File: src/rtl/task_v.sv
// Fixed 4-input Boolean function with a registered copy and input-combination coverage tracking.
// Optional macro TASKV_PARITY_EN adds a registered parity output par_q.
module task_v #(
   parameter logic [15:0] TRUTH_TABLE = 16'hF888,
   parameter int          CNT_W       = 5
) (
   input  logic             clk,
   input  logic             rst_n,
   input  logic             a,
   input  logic             b,
   input  logic             c,
   input  logic             d,
   input  logic             clr,
   output logic             f,
`ifdef TASKV_PARITY_EN
   output logic             par_q,
`endif
   output logic             f_q,
   output logic [15:0]      seen,
   output logic [CNT_W-1:0] hit_cnt,
   output logic             all_seen
);

   logic [3:0] idx;

   assign idx = {a, b, c, d};
   assign f   = TRUTH_TABLE[idx];

   always_ff @(posedge clk or negedge rst_n) begin
      if (!rst_n) begin
         f_q <= 1'b0;
      end else begin
         f_q <= f;
      end
   end

   // clr wins over recording, so the idx present on a clearing edge is dropped.
   always_ff @(posedge clk or negedge rst_n) begin
      if (!rst_n) begin
         seen <= 16'h0000;
      end else if (clr) begin
         seen <= 16'h0000;
      end else begin
         seen <= seen | (16'h0001 << idx);
      end
   end

`ifdef TASKV_PARITY_EN
   always_ff @(posedge clk or negedge rst_n) begin
      if (!rst_n) begin
         par_q <= 1'b0;
      end else begin
         par_q <= a ^ b ^ c ^ d;
      end
   end
`endif

   always_comb begin
      hit_cnt = '0;
      for (int i = 0; i < 16; i++) begin
         hit_cnt = hit_cnt + {{(CNT_W-1){1'b0}}, seen[i]};
      end
   end

   assign all_seen = (hit_cnt == CNT_W'(16));

endmodule

File: config.mk
export PLATFORM = sky130hd
export DESIGN_NAME = task_v
export DESIGN_NICKNAME = d
export VERILOG_FILES = /design/src/rtl/task_v.sv
export SDC_FILE = /design/constraint.sdc
export NUM_CORES = 1
export LEC_CHECK = 0
export CAP_MARGIN = 20
export CORE_MARGIN = 1
export CORE_UTILIZATION = 31
export CTS_CLUSTER_SIZE = 12
export DETAILED_ROUTE_END_ITERATION = 10
export DONT_BUFFER_PORTS = 1
export GPL_TIMING_DRIVEN = 0
export SYNTH_ARGS = -nofsm -noshare
export SYNTH_HDL_FRONTEND = slang
export SYNTH_SLANG_ARGS = --single-unit
File: constraint.sdc
create_clock -name clk -period 4.2 [get_ports clk]
set_input_delay 0.84 -clock clk [delete_from_list [all_inputs] [get_ports clk]]
set_output_delay 0.84 -clock clk [all_outputs]
set_load 0.005 [all_outputs]
# After elaboration in Yosys (flattened, before gate mapping)
# Memory sizes are Yosys's and may differ from the RTL's.
# Index checks and enable logic that the tools add are counted.
# classes
n_shift	1
n_lt_le_gt_ge	1
addsub	15
n_eq_ne	1
mux	2
n_bitwise	1
# ops
op	n
adder 5 x 1 -> 5 bit	11
two-way mux 16 bit	1
bitwise OR 16 bit	1
left shift 1 x 4 -> 16 bit, first input constant	1
adder 4 x 1 -> 5 bit	1
== test 5 bit, second input constant	1
< comparator 4 x 5 -> 1 bit, second input constant	1
adder 3 x 1 -> 4 bit	1
adder 2 x 1 -> 3 bit	1
adder 1 x 1 -> 2 bit	1
two-way mux 1 bit	1
# word_totals
memories	1
wordCells	24
mem_bits_ro	16
in_bits	7
reg_bits	17
# memory_table
name	words	width	read_ports	rd_ports_with_merged_regs	write_ports	line_no	text
(no name shown)	16	1	1	0	0	27	assign f = TRUTH_TABLE[idx];

# Depth between registers and ports, before layout
# Gate-level depths: netlist of the first run.
# depth
depth_word	16
ltp_mapped	12
mapped_depth_nobuf	12

# Least setup slack after synthesis of the first run
# Ideal clock, no wire load.
# synth_path
kind	reg-to-output
start	register seen[0]
end	output port all_seen
path_buffers	0
t_required_ps	3360
setup_slack_ps	-70
path_stages_with_launch	13
arrival_ps	3430
cell_sequence	dfrtp_1 > inv_1 > fa_1 > fa_1 > fa_1 > fa_1 > inv_1 > ha_1 > inv_1 > fa_1 > nor2b_1 > o21a_1 > nor4b_2
# synth_via
elab_chain_len	16
# synth_lines
element	line_no	text
from (decl)	19	output logic [15:0] seen,
from (signal assigned)	44	seen <= seen | (16'h0001 << idx);
adder 1 x 1 -> 2 bit	61	hit_cnt = hit_cnt + {{(CNT_W-1){1'b0}}, seen[i]};
adder 2 x 1 -> 3 bit	61	
adder 3 x 1 -> 4 bit	61	
adder 4 x 1 -> 5 bit	61	
adder 5 x 1 -> 5 bit (11 in a row)	61	
named net hit_cnt[4]	20	output logic [CNT_W-1:0] hit_cnt,
== test 5 bit	65	assign all_seen = (hit_cnt == CNT_W'(16));
to (decl)	21	output logic all_seen
# The timed path passes the listed nets, and every way through them passes these cells.

# Worst setup path after layout of the first run
# layout_path
start	register seen[9]
end	output port all_seen
# layout_via
elab_chain_len	8
# layout_lines
element	line_no
adder 5 x 1 -> 5 bit (7 in a row)	61
== test 5 bit	65
# No other way between the ends.

==> results of run 1 <==
==> cells in the mapped netlist <==
cell                       instances  share of area, %
sky130_fd_sc_hd__a21o_1            1              0.70
sky130_fd_sc_hd__a21oi_1          10               4.7
sky130_fd_sc_hd__a21oi_2           1              0.82
sky130_fd_sc_hd__a22o_1            1              0.82
sky130_fd_sc_hd__a31oi_1           6               3.5
sky130_fd_sc_hd__and2b_4           1              0.94
sky130_fd_sc_hd__buf_2             1              0.47
sky130_fd_sc_hd__clkbuf_2          1              0.47
sky130_fd_sc_hd__dfrtp_1          17                40
sky130_fd_sc_hd__fa_1             10                19
sky130_fd_sc_hd__ha_1              5               5.9
sky130_fd_sc_hd__inv_1            26               9.1
sky130_fd_sc_hd__nand2b_1          1              0.59
sky130_fd_sc_hd__nand4_1           1              0.59
sky130_fd_sc_hd__nor2_1           17               6.0
sky130_fd_sc_hd__nor2b_1           1              0.59
sky130_fd_sc_hd__nor2b_2           3               2.5
sky130_fd_sc_hd__nor4b_2           1               1.4
sky130_fd_sc_hd__o21a_1            1              0.70
sky130_fd_sc_hd__xnor2_1           2               1.6
==> state kept, by name (all words and copies together), names as in the netlist <==
| signal | flops |
|---|---|
| seen | 16 |
| f_q | 1 |
==> per-layer routing <==
layer / vias to the layer above / share of wire [%]
met5: - / 0
met4: 0 / 0
met3: 0 / 9.6
met2: 33 / 48
met1: 376 / 42
li1: 347 / -
==> final timing paths <==
check	startpoint	endpoint	slack, ps	cells past startpoint
min in group clk	seen[1]	seen[1]	560	2
max in group asynchronous	rst_n	seen[10]	3890	0
min reg2reg	seen[1]	seen[1]	560	2
max reg2reg	seen[5]	seen[5]	3420	2
min	rst_n	seen[5]	240	0
max	seen[9]	all_seen	-570	11
==> power groups by stage <==
| stage | sequential, mW | combinational [mW] | clock (mW) |
|---|---|---|---|
| 2_1_floorplan | 0.177 | 0.0596 | 0 |
| 3_3_place_gp | 0.179 | 0.0698 | 0 |
| 3_5_place_dp | 0.179 | 0.0724 | 0 |
| 4_1_cts | 0.176 | 0.0814 | 0.0899 |
| 5_1_grt | 0.177 | 0.108 | 0.0974 |
| 6_report | 0.176 | 0.0942 | 0.0856 |
==> cell type report <==
class | instances | area [um2]
multi-input cells | 62 | 586
repair buffers | 3 | 30.0
fillers | 329 | 1920
plain buffers | 2 | 10.0
inverters | 26 | 97.6
well taps | 44 | 55.1
clock buffers | 4 | 26.3
flip-flops and latches | 17 | 425
==> kinds of logic (layout without fill, tap and decap cells) <==
family	count (synthesis)	after routing	share of synthesized area [%]
adders and majority gates	15	15	24.6
buffers and inverters	28	35	10.1
AOI/OAI and AO/OA	20	20	11.3
DFF	17	17	39.9
xor gates and xnor gates	2	2	1.64
and+or+nand+nor	25	25	12.5
==> timing repair <==
action	4_1_cts	5_1_grt
endpoints found under the setup margin	5	5
resized for setup	7	10
pin swaps	1	6
buffers inserted	2	1
==> through the flow <==
stage	hold slack, ps	setup TNS (ps)	setup WS, ps	total power, mW
after floorplan	507	-59.9	-59.9	0.237
after global placement	536	-304	-210	0.249
after detailed placement	541	-421	-244	0.251
after CTS	223	-1850	-566	0.347
after global routing	204	-2670	-740	0.383
final	236	-1880	-566	0.356
==> results.txt, run 1 <==
The flow ran to the end, but the final reports show violations. The checks that failed: setup timing. The detailed router placed 756 vias in this run. The reported net switching power came out at 0.104 mW. The average instance area after synthesis came out at 9.97 um2. The critical path arrival came out at 3930 ps. The global routing met2 resource utilization is 23.5%. After detailed routing, the average wire length per cell comes to 14.2 um. The cell area that synthesis handed to floorplanning was 1070 um2. The clock arrives with 0 ps of skew. The slowest stage of the critical path is the sky130_fd_sc_hd__fa_1 cell.

The final hold violation count came out at 0. The residual antenna-violating net count after detailed routing came out at 0. Measured against its own limit, the worst slew margin works out to 77.8%. The worst hold path class is in -> async. Across the VDD grid, the largest voltage drop is 139 uV.

The number of distinct standard cells referenced by the synthesized netlist came out at 20. The number of instances in the synthesized netlist is 107. Leaving out fill and tap cells, the most frequent cell in the layout is sky130_fd_sc_hd__inv_1. The number of DRC markers in iteration 0 came out at 21.

The met1 usage in global routing is 18.3%. 31 I/O pins were placed. The warning count from the yosys run came out at 0. The hold-fix buffer count after cts is 0. The post-synth net total came out at 129. The largest fanout on the critical path came out at 3.

The setup path with the least slack is of type reg -> out. Once placement finished, the instance area stood at 1130 um2. The total half-perimeter wirelength after legalization and detailed placement came out at 1.73 mm. The placer's final routability congestion estimate is 0.750. The tree is rooted in a sky130_fd_sc_hd__clkbuf_4. The layout cell share with drive strength beyond 1 is 23.7%. The largest incremental delay on the critical path came out at 560 ps. Before antenna repair, the detailed router went through 4 iterations. Walking the worst path, the cells encountered are inv_2 -> fa_1 -> fa_1 -> fa_2 -> fa_1 -> inv_2 -> ha_4 -> inv_2 -> fa_2 -> nand2b_1 -> nor4b_4. Dividing the detail-routed via count by the number of cells gives 4.78.

The area growth from synthesis to layout is 15.2%. For this run, the number of standard cells in the final layout without fillers is 158. The fraction of power consumed by the clock network came out at 24.1%. The net count of the finished layout is 137. The row count came out at 20.

The global-route wire length before repair came out at 3.84 mm. The total track usage came out at 14.4%. The standard cell core area came out at 3150 um2.

The post-CTS clock slew at the launch and capture registers of the worst setup and hold paths came out at 90 ps. The number of remaining DRC errors is 0. The width of the chip came out at 60.7 um. After layout, the minimum clock period comes to 4770 ps.

The total clock buffers created by CTS is 3. The sequential share of the synthesized area is 39.9%. Across all setup checks in the final design, the least slack found is -566 ps. The setup-violating endpoint count in the final report is 5. met2 is the most crowded layer. The count of state elements after synthesis came out at 17.

The final cycle utilization of the critical path came out at 113%. In this design, the largest share of critical-path delay is due to adder cells. The number of antenna violations at the first check in global routing came to 0. The floorplan step defined a die boundary enclosing 3680 um2.

In the global route stage, met3 resource usage came out at 4.90%. The internal cell power is 0.251 mW. The kind of launch point of the worst setup path is a flop. For this run, the top clock speed supported by timing is 210 MHz. The largest net degree at the start of global routing came out at 18. After routing the design area is 1230 um2. CTS built an H-tree with a depth of 1. The clock insertion delay at the later pin of the skew report came out at 280 ps.

The count of buffering cells on the critical path with inverters included is 3. The total placed cells including tap cells came out at 151. The max-capacitance violation count came out at 0.

The sum of routed wire length over all layers came out at 2.25 mm. Leaving out fill and tap cells, the most frequent cells in the layout are 19 x sky130_fd_sc_hd__inv_1, 17 x sky130_fd_sc_hd__nor2_1, 17 x sky130_fd_sc_hd__dfrtp_1. The sum of overflow across all layers after global routing came out at 0.

The power density over the cells came out at 289 nW/um2. The number of input and output port buffers inserted is 0. The via count of the first global-routing pass came out at 873.

The endpoint type of the worst setup path is an output port. The data required time at the worst endpoint is 3360 ps. The largest buffer count on any clock path came out at 2. The max-slew violation total from the final report came out at 0. The number of antenna diodes in the final layout is 0. Of the total power, registers draw 49.5%.

The die is 60.7 um tall. The pin slew with the least headroom to its limit came out at 331 ps. Setup repair after global routing could not meet its margin everywhere. The utilization of the core after routing came out at 39.0%. The initial standard-cell utilization of the core came out at 33.8%. Net switching is 29.3% of the power.

TritonCTS built the clock tree. The total leakage power came out at 0.573 nW. The relative contribution of combinational cells to total power is 26.5%.

The total clock sinks is 17.
Note: power is estimated with default switching activity, not from simulation.
==> run 2, diff against run 1 <==
- TNS_END_PERCENT: not set -> 20
==> results.txt, run 2 (synthesis results as in run 1) <==
The via count is 746 (-1.3%). The diode insertion count for antenna repair is 0 (unchanged). The total clock buffers created by CTS is 3 (unchanged). The number of input and output port buffers inserted was 0 (unchanged).

The data required time at the worst endpoint is 3360 ps (about the same). The detail-routed net length per standard cell is 13.9 um (-2.0%). The relative contribution of combinational cells to total power came to 22.1% (-4.4 points). The number of antenna violations at the first check in global routing is 0 (unchanged). The storage element area came out at 425 um2 (unchanged).

The max-capacitance violation count is 0 (unchanged). The setup total negative slack came to -1690 ps (+182 ps). The placer's final routability congestion estimate is 0.750 (unchanged). The number of top-level design ports was 31 (unchanged). The run finished, with violations left. The final reports fail on setup timing. The global-route wire length before repair came out at 3.75 mm (-2.3%).

The worst register-to-register path ends at seen[5]. The number of cell instances on the worst register-to-register path was 2 (unchanged). The post-route clock skew was 0 ps (unchanged). The post-CTS clock slew at the launch and capture registers of the worst setup and hold paths is 90 ps (about the same).

The row count is 20 (unchanged). The pre-CTS worst setup slack came to -244 ps (unchanged). The sum of routed wire length over all layers came out at 2.16 mm (-3.8%). The pin slew with the least headroom to its limit is 388 ps (+57.2 ps). The final cycle utilization of the critical path came out at 113% (-0.55 points). The clock period minus final worst setup slack came to 4740 ps (-23.3 ps). The hold-fix buffer count after cts is 0 (unchanged). In this run the critical register-to-register path is launched from seen[5]. The peak clock frequency supported by timing is 211 MHz (+0.49%). The reported net switching power is 0.0970 mW (-7.0%). The buffer cell driving the clock tree root is sky130_fd_sc_hd__clkbuf_4. The layout cell share with drive strength beyond 1 is 17.1% (-6.6 points). The total clock sinks is 17 (unchanged). TritonCTS built the clock tree.

The setup-violating endpoint count in the final report is 5 (unchanged). The kind of launch point of the worst setup path is a flop. The utilization of the core after routing came to 36.9% (-2.1 points). The total leakage power came out at 0.537 nW (-6.2%). The first element of the critical path is seen[0]. The setup slack of the worst register-to-register path is 3420 ps (about the same). The switching portion of total power is 28.9% (-0.37 points). The post-route worst setup slack is -543 ps (+23.3 ps). The commonest non-fill, non-tap cell in the layout is sky130_fd_sc_hd__inv_1. The level count of the clock H-tree came out at 1 (unchanged). The die footprint came out at 3680 um2 (unchanged). The register with the most flip-flops in the final layout is seen. The via count of the first global-routing pass came to 842 (-3.6%). The worst slew margin relative to its limit was 73.9% (-3.9 points).

Setup repair after global routing could not meet its margin everywhere. The power density over the cells is 288 nW/um2 (-0.31%). The classification of the worst setup path is reg -> out. The filler cell count came out at 340 (+3.3%).

The largest buffer count on any clock path came out at 2 (unchanged). The worst hold path class is in -> async. Leaving out fill and tap cells, the most frequent cells in the layout are 20 x sky130_fd_sc_hd__inv_1, 17 x sky130_fd_sc_hd__nor2_1, 17 x sky130_fd_sc_hd__dfrtp_1. Compared with the post-synthesis result, the final layout area differs by 8.91%.

The max-slew violation total from the final report came out at 0 (unchanged). The number of flip-flops in the largest register is 16 (unchanged). The net count of the finished layout came out at 134 (-2.2%). The final hold violation count came out at 0 (unchanged).

The standard cell core area came out at 3150 um2 (unchanged). The register share of total power is 52.5% (+3.0 points). The initial standard-cell utilization of the core came out at 33.8% (unchanged). The total track usage is 14.1% (-0.32 points). The number of remaining DRC errors is 0 (unchanged).

The largest net degree at the start of global routing is 18 (unchanged). The area of the multi-input gates came out at 548 um2 (-6.4%). The critical path arrival came to 3900 ps (-30 ps). The worst setup path is captured at an output port. The first-pass detailed-route iteration total came to 4 (unchanged). The number of DRC markers in iteration 0 is 27 (+29%).

The worst IR drop on VDD is 137 uV (-1.3%). The width of the chip is 60.7 um (unchanged). The average via count per standard cell came to 4.81 (+0.59%). The internal cell power came to 0.238 mW (-5.3%).

The largest fanout on the critical path was 3 (unchanged). The largest registers in the layout are seen x16, f_q x1. The total half-perimeter wirelength after legalization and detailed placement is 1.73 mm (unchanged).

The residual antenna-violating net count after detailed routing is 0 (unchanged). The clock insertion delay at the later pin of the skew report came out at 280 ps (about the same). The die extent in y came out at 60.7 um (unchanged). The sum of overflow across all layers after global routing came out at 0 (unchanged). The fraction of power consumed by the clock network is 25.5% (+1.4 points).
run 2: changes by cell type in the layout (fill, tap and decap cells not counted), sizes merged:
cell,previous run,this run
buf,4,1
run 2: routing by layer:
metal	GRT usage (%)	vias up	routed length, um
met2	22.6	34	1000
li1	-	342	-
met1	18.2	370	933
met4	3.90	0	0
met5	0	-	0
met3	4.90	0	224
run 2: critical path, cell delays in order (launching register included):
cell	delay [ps]
sky130_fd_sc_hd__dfrtp_1	410
sky130_fd_sc_hd__inv_2	50
sky130_fd_sc_hd__fa_1	560
sky130_fd_sc_hd__fa_1	460
sky130_fd_sc_hd__fa_1	540
sky130_fd_sc_hd__fa_1	410
sky130_fd_sc_hd__inv_1	70
sky130_fd_sc_hd__ha_2	180
sky130_fd_sc_hd__inv_2	40
sky130_fd_sc_hd__fa_2	530
sky130_fd_sc_hd__nand2b_1	90
sky130_fd_sc_hd__nor4b_4	270
run 2: per-stage QoR:
stage                     area (um2)  cells  total power [mW]  hold slack [ps]
final                           1160    155             0.335              236
after detailed placement        1130    151             0.251              541
after global routing            1160    155             0.362              204
after CTS                       1160    155             0.339              223
after floorplan                 1080    107             0.237              507
after global placement          1130    151             0.249              536
run 2: cell type report:
type	count	area share (%)
buffer	2	0.861
clock buffer	4	2.26
inverter	26	8.40
multi-input combinational	62	47.1
sequential	17	36.6
tap	44	4.74
run 2: how the worst max path moves through the flow:
stage,to,slack [ps]
after global routing,all_seen,-720
after global placement,all_seen,-210
final,all_seen,-540
after detailed placement,all_seen,-240
after floorplan,all_seen,-60
after CTS,all_seen,-590
run 2: power by group through the flow:
stage	combinational, mW	sequential (mW)	clock (mW)
detailed placement	0.0724	0.179	0
finish	0.0739	0.176	0.0854
CTS	0.0731	0.176	0.0899
floorplan	0.0596	0.177	0
global placement	0.0698	0.179	0
global route	0.0880	0.177	0.0974
run 2: what timing repair did:
item / CTS / global route
gates resized for setup: 0 / 8
setup buffers: 0 / 0
endpoints found under the hold margin: 0 / 0
pin swaps: 1 / 2
setup endpoints to repair: 5 / 5
